### src/rtl/serial_subtractor16_if.sv
// Operand/result bundle for the bit-serial subtractor.
interface serial_subtractor16_if #(
  parameter int unsigned WIDTH = 16
);
  logic             start;
  logic [WIDTH-1:0] A;
  logic [WIDTH-1:0] B;
  logic             Bin;
  logic [WIDTH-1:0] diff;
  logic             Bout;
  logic             V;
  logic             Z;
  logic             busy;
  logic             done;

  modport master (
    output start, A, B, Bin,
    input  diff, Bout, V, Z, busy, done
  );

  modport slave (
    input  start, A, B, Bin,
    output diff, Bout, V, Z, busy, done
  );
endinterface

### src/rtl/serial_subtractor16.sv
// Bit-serial subtractor: computes A - B - Bin one bit per cycle, LSB first.
module serial_subtractor16 #(
  parameter int unsigned WIDTH = 16
) (
  input logic                  clk,
  input logic                  reset,
  serial_subtractor16_if.slave bus
);

  localparam int unsigned CW = (WIDTH > 1) ? $clog2(WIDTH) : 1;
  localparam logic [CW-1:0] LAST_BIT = CW'(WIDTH - 1);

  typedef enum logic [1:0] {
    IDLE  = 2'd0,
    SHIFT = 2'd1,
    DONE  = 2'd2
  } state_t;

  state_t           r_state;
  state_t           w_next;

  logic [WIDTH-1:0] r_a;
  logic [WIDTH-1:0] r_b;
  logic [WIDTH-1:0] r_sh;
  logic [CW-1:0]    r_cnt;
  logic             r_br;

  logic [WIDTH-1:0] r_diff;
  logic             r_bout;
  logic             r_v;
  logic             r_z;
  logic             r_busy;
  logic             r_done;

  logic             w_a_bit;
  logic             w_b_bit;
  logic             w_d;
  logic             w_br_next;

  // One full-subtractor cell applied to the current bit position
  assign w_a_bit   = r_a[r_cnt];
  assign w_b_bit   = r_b[r_cnt];
  assign w_d       = w_a_bit ^ w_b_bit ^ r_br;
  assign w_br_next = (~w_a_bit & w_b_bit) | (~w_a_bit & r_br) | (w_b_bit & r_br);

  // State register
  always_ff @(posedge clk) begin
    if (reset) r_state <= IDLE;
    else       r_state <= w_next;
  end

  // Next-state logic
  always_comb begin
    w_next = r_state;
    case (r_state)
      IDLE:    if (bus.start) w_next = SHIFT;
      SHIFT:   if (r_cnt == LAST_BIT) w_next = DONE;
      DONE:    w_next = IDLE;
      default: w_next = IDLE;
    endcase
  end

  // Operand capture, bit counter, running borrow and partial-result shifter
  always_ff @(posedge clk) begin
    if (reset) begin
      r_a   <= '0;
      r_b   <= '0;
      r_sh  <= '0;
      r_cnt <= '0;
      r_br  <= 1'b0;
    end else begin
      case (r_state)
        IDLE: begin
          if (bus.start) begin
            r_a   <= bus.A;
            r_b   <= bus.B;
            r_cnt <= '0;
            r_br  <= bus.Bin;
          end
        end
        SHIFT: begin
          r_sh  <= {w_d, r_sh[WIDTH-1:1]};
          r_cnt <= CW'(r_cnt + 1'b1);
          r_br  <= w_br_next;
        end
        default: ;
      endcase
    end
  end

  // Registered outputs; results publish only from DONE so partial shifts stay hidden
  always_ff @(posedge clk) begin
    if (reset) begin
      r_diff <= '0;
      r_bout <= 1'b0;
      r_v    <= 1'b0;
      r_z    <= 1'b0;
      r_busy <= 1'b0;
      r_done <= 1'b0;
    end else begin
      r_busy <= (w_next == SHIFT);
      r_done <= (r_state == DONE);
      if (r_state == DONE) begin
        r_diff <= r_sh;
        r_bout <= r_br;
        r_v    <= (r_a[WIDTH-1] ^ r_b[WIDTH-1]) & (r_a[WIDTH-1] ^ r_sh[WIDTH-1]);
        r_z    <= (r_sh == '0);
      end
    end
  end

  assign bus.diff = r_diff;
  assign bus.Bout = r_bout;
  assign bus.V    = r_v;
  assign bus.Z    = r_z;
  assign bus.busy = r_busy;
  assign bus.done = r_done;

endmodule

### src/flat_wrapper.sv
// flat-port wrapper written by rule: the top's interface ports become plain ports
module serial_subtractor16_flat 
#(
  parameter int unsigned WIDTH = 16
)
  (clk, reset, bus_start, bus_A, bus_B, bus_Bin, bus_diff, bus_Bout, bus_V, bus_Z, bus_busy, bus_done);
  serial_subtractor16_if #(.WIDTH(WIDTH)) bus_i ();
  input logic clk;
  input logic reset;
  input wire logic [$bits(bus_i.start)-1:0] bus_start;
  input wire logic [$bits(bus_i.A)-1:0] bus_A;
  input wire logic [$bits(bus_i.B)-1:0] bus_B;
  input wire logic [$bits(bus_i.Bin)-1:0] bus_Bin;
  output wire logic [$bits(bus_i.diff)-1:0] bus_diff;
  output wire logic [$bits(bus_i.Bout)-1:0] bus_Bout;
  output wire logic [$bits(bus_i.V)-1:0] bus_V;
  output wire logic [$bits(bus_i.Z)-1:0] bus_Z;
  output wire logic [$bits(bus_i.busy)-1:0] bus_busy;
  output wire logic [$bits(bus_i.done)-1:0] bus_done;
  assign bus_i.start = bus_start;
  assign bus_i.A = bus_A;
  assign bus_i.B = bus_B;
  assign bus_i.Bin = bus_Bin;
  assign bus_diff = bus_i.diff;
  assign bus_Bout = bus_i.Bout;
  assign bus_V = bus_i.V;
  assign bus_Z = bus_i.Z;
  assign bus_busy = bus_i.busy;
  assign bus_done = bus_i.done;
  serial_subtractor16 #(.WIDTH(WIDTH)) u_core (.clk(clk), .reset(reset), .bus(bus_i));
endmodule
### config.mk
export PLATFORM = sky130hd
export DESIGN_NAME = serial_subtractor16_flat
export DESIGN_NICKNAME = d
export VERILOG_FILES = /design/src/rtl/serial_subtractor16_if.sv /design/src/rtl/serial_subtractor16.sv /design/src/flat_wrapper.sv
export SDC_FILE = /design/constraint.sdc
export NUM_CORES = 1
export LEC_CHECK = 0
export CORE_ASPECT_RATIO = 1.5
export CORE_MARGIN = 2
export CORE_UTILIZATION = 51
export DETAILED_ROUTE_END_ITERATION = 8
export PLACE_DENSITY_LB_ADDON = 0.2
export SYNTH_ARGS = -nofsm -noshare
export SYNTH_HDL_FRONTEND = slang
export SYNTH_SLANG_ARGS = --single-unit
### constraint.sdc
create_clock -name clk -period 2.7 [get_ports clk]
set_input_delay 0.54 -clock clk [delete_from_list [all_inputs] [get_ports clk]]
set_output_delay 0.54 -clock clk [all_outputs]
set_load 0.02 [all_outputs]
==> results of run 1 <==
==> cells by family (layout without fill, tap and decap cells) <==
group	count (synthesis)	in the layout	synth area share [%]
adders and majority gates	2	2	1.08
AOI/OAI and AO/OA	76	76	13.6
buffers and inverters	27	80	4.03
DFF	76	76	50.5
and+or+nand+nor	165	165	22.4
muxes	12	12	8.40
==> per-layer routing <==
metal / vias up / part of all wire [%]
li1: 1298 / -
met1: 1145 / 41
met2: 52 / 53
met3: 12 / 3.4
met4: 0 / 2.4
met5: - / 0
==> power by group <==
group / leakage, nW / internal [mW] / switching (mW)
sequential: 0.618 / 1.16 / 0.0287
combinational: 0.642 / 0.104 / 0.0893
clock: 0.127 / 0.663 / 0.400
==> critical path, stage by stage, from the launching register on <==
cell and delay [ns]:
dfxtp_1 0.58, mux4_1 0.61, mux2_2 0.28, o21ai_2 0.15, fa_1 0.43, a211oi_1 0.19
==> state kept, by name, summed over array words and instances (netlist names), 2 cells and up <==
name	count
u_core.r_sh	16
u_core.r_state	2
u_core.r_b	16
u_core.r_cnt	4
u_core.bus.diff	16
u_core.r_a	16
==> through the flow <==
step	cells	worst slack (ns)	util [%]	hold WS, ns
6_report	483	0.377	67.0	0.451
5_1_grt	483	0.275	67.0	0.469
4_1_cts	483	0.362	67.0	0.456
3_5_place_dp	467	0.374	62.7	0.445
3_3_place_gp	467	0.439	62.7	0.439
2_1_floorplan	358	0.584	-	0.432
==> placed cells by master (no fill, tap or decap), drive strengths merged, types with 2 or more instances in the layout <==
master,count
or3b,2
nand4,2
dfxtp,76
clkdlybuf4s50,55
nand2,133
mux2,2
nand3b,2
nor2,13
buf,9
bufinv,3
mux2i,2
a211oi,3
o21ai,2
nor2b,3
nand2b,2
a311oi,2
mux4,8
clkbuf,12
a21oi,66
nor4,4
==> how the worst max path moves through the flow <==
stage / startpoint / endpoint / slack [ns] / cells past startpoint
finish: u_core.r_cnt[0]$_SDFFE_PP0P_ / u_core.r_sh[15]$_SDFFE_PP0N_ / 0.38 / 5
floorplan: u_core.r_cnt[0]$_SDFFE_PP0P_ / u_core.r_sh[15]$_SDFFE_PP0N_ / 0.58 / 6
CTS: u_core.r_cnt[0]$_SDFFE_PP0P_ / u_core.r_sh[15]$_SDFFE_PP0N_ / 0.36 / 5
detailed placement: u_core.r_cnt[0]$_SDFFE_PP0P_ / u_core.r_sh[15]$_SDFFE_PP0N_ / 0.37 / 5
global route: u_core.r_cnt[0]$_SDFFE_PP0P_ / u_core.r_sh[15]$_SDFFE_PP0N_ / 0.27 / 5
global placement: u_core.r_cnt[0]$_SDFFE_PP0P_ / u_core.r_sh[15]$_SDFFE_PP0N_ / 0.44 / 6
==> final cells by class <==
class	count	area, sq um
clock buffers	12	155
clock inverters	4	95.1
fillers	502	1890
multi-input cells	255	1370
flip-flops and latches	76	1520
well taps	72	90.1
repair buffers	64	616
==> results.md, run 1 <==
- Outcome: finished clean
- Worst r2r path cells: 5
- Most common flop cell mapped by yosys: dfxtp_1
- Maximum Capacitance Violations: 0
- Design area: 0.00385 sq mm
- Largest area contributor in the netlist: dfxtp_1
- Peak VDD IR: 410 uV
- Hold buffers post-CTS: 0
- Clk_skew: 0.00907 ns
- Leakage: 1.39 nW
- Initial antenna violation count: 0
- Share of layout cells above drive strength 1: 7.54%
- Total Power: 2.44 mW
- Reg clk slew, reported paths: 0.07 ns
- Fin. max-slew vios: 0
- TritonCTS clock tree: yes
- Ys Warns: 0
- Cell variety after synth: 30
- HP Start: u_core.r_b[2]$_SDFFE_PP0P_
- Met2 usage: 34.8%
- RSZ-0062 raised after global routing: no
- Setup CP Type: reg -> reg
- 1st-iter DRT viols: 173
- Tmin final: 2.32 ns
- Yosys reg bits: 76
- Wire per inst: 12.3 microns
- Clock Latency Late Sink: 0.36 ns
- Via count: 2507
- Routed Antenna Nets: 0
- Crit path DAT: 2.59 ns
- N_diodes: 0
- Critical Path RT: 2.97 ns
- Vias in the first global route: 2295
- Total GRT Usage: 19.5%
- Post-Synthesis Cells: 358
- Num ports: 57
- Die Ht: 98.1 microns
- Clock Root Buffer: clkbuf_8
- Global-route wire length before repair: 9800 microns
- Internal reg-to-reg setup slack: 0.38 ns
- Commonest cells in the synthesized netlist: 133 x nand2_1, 76 x dfxtp_1, 66 x a21oi_1, 13 x nor2_1, 12 x clkbuf_1
- Largest net degree at the start of global routing: 39
- Starting Density: 52.4%
- Via density: 5.19
- Met1 usage: 20.8%
- WL final: 5950 microns
- Share of the synthesized area in the top cell type: 50.5%
- Final period util: 86.0%
- Die ar.: 0.00655 sq mm
- Net Count, Synth: 396
- Area delta synth->final: 27.9%
- Final Hold Viols: 0
- Clk buf depth: 2
- Crit path max fanout: 9
- H-Tree Depth: 3
- CP startpoint kind: register
- Final #Nets: 444
- Sequential share of the synthesized area: 50.5%
- Hold Path Cell Cnt: 2
- CP Capture Type: register
- DRC Markers: 0
- Core area: 0.00574 sq mm
- Synthesized area: 0.00301 sq mm
- First-pass detailed-route iteration total: 4
- IO Port Bufs: 56
- Setup violators final: 0
- R2r startpoint: u_core.r_cnt[0]$_SDFFE_PP0P_
- EDFF count, synth: 0
- Busiest layer in global routing: met2
- PwrDens: 634 mW/mm^2
- Placed Area: 0.00360 sq mm
- Die span in x: 66.7 microns
- Fmax: 0.431 GHz
- Grt met3 use: 4.15%
- Placer Congestion: 0.816
- HP Class: reg -> reg
- Num rows: 34
- Setup TNS: 0 ns
- Async S/R FF share, synth: 0%
- CTS Sinks: 76
- Avg Inst Size Synth: 8.41 sq um
- Setup Buffers After CTS: 0
- Count leader, synth: nand2_1
- CTS Buf Count: 9
- RR Endpoint: u_core.r_sh[15]$_SDFFE_PP0N_
- Resize count post-CTS: 0
- Least-Margin Pin Slew: 0.692 ns
- Top cells by area, synth: dfxtp_1 51%, nand2_1 17%, a21oi_1 11%
- HPWL Detailed: 4170 microns
- Worst rel slew slack: 53.9%
- WHS Endpoint: u_core.r_b[2]$_SDFFE_PP0P_
- GRT overflow: 0
No activity file was read; power rests on OpenSTA's default activity.
==> run 2: changes to the inputs <==
--- a/config.mk
+++ b/config.mk
@@ -5,6 +5,7 @@
 export SDC_FILE = /design/constraint.sdc
 export NUM_CORES = 1
 export LEC_CHECK = 0
+export ABC_CLOCK_PERIOD_IN_PS = 2700
 export CORE_ASPECT_RATIO = 1.5
 export CORE_MARGIN = 2
 export CORE_UTILIZATION = 51
==> results of run 2 <==
The final DEF is identical to that of run 1; final timing and power are the same.
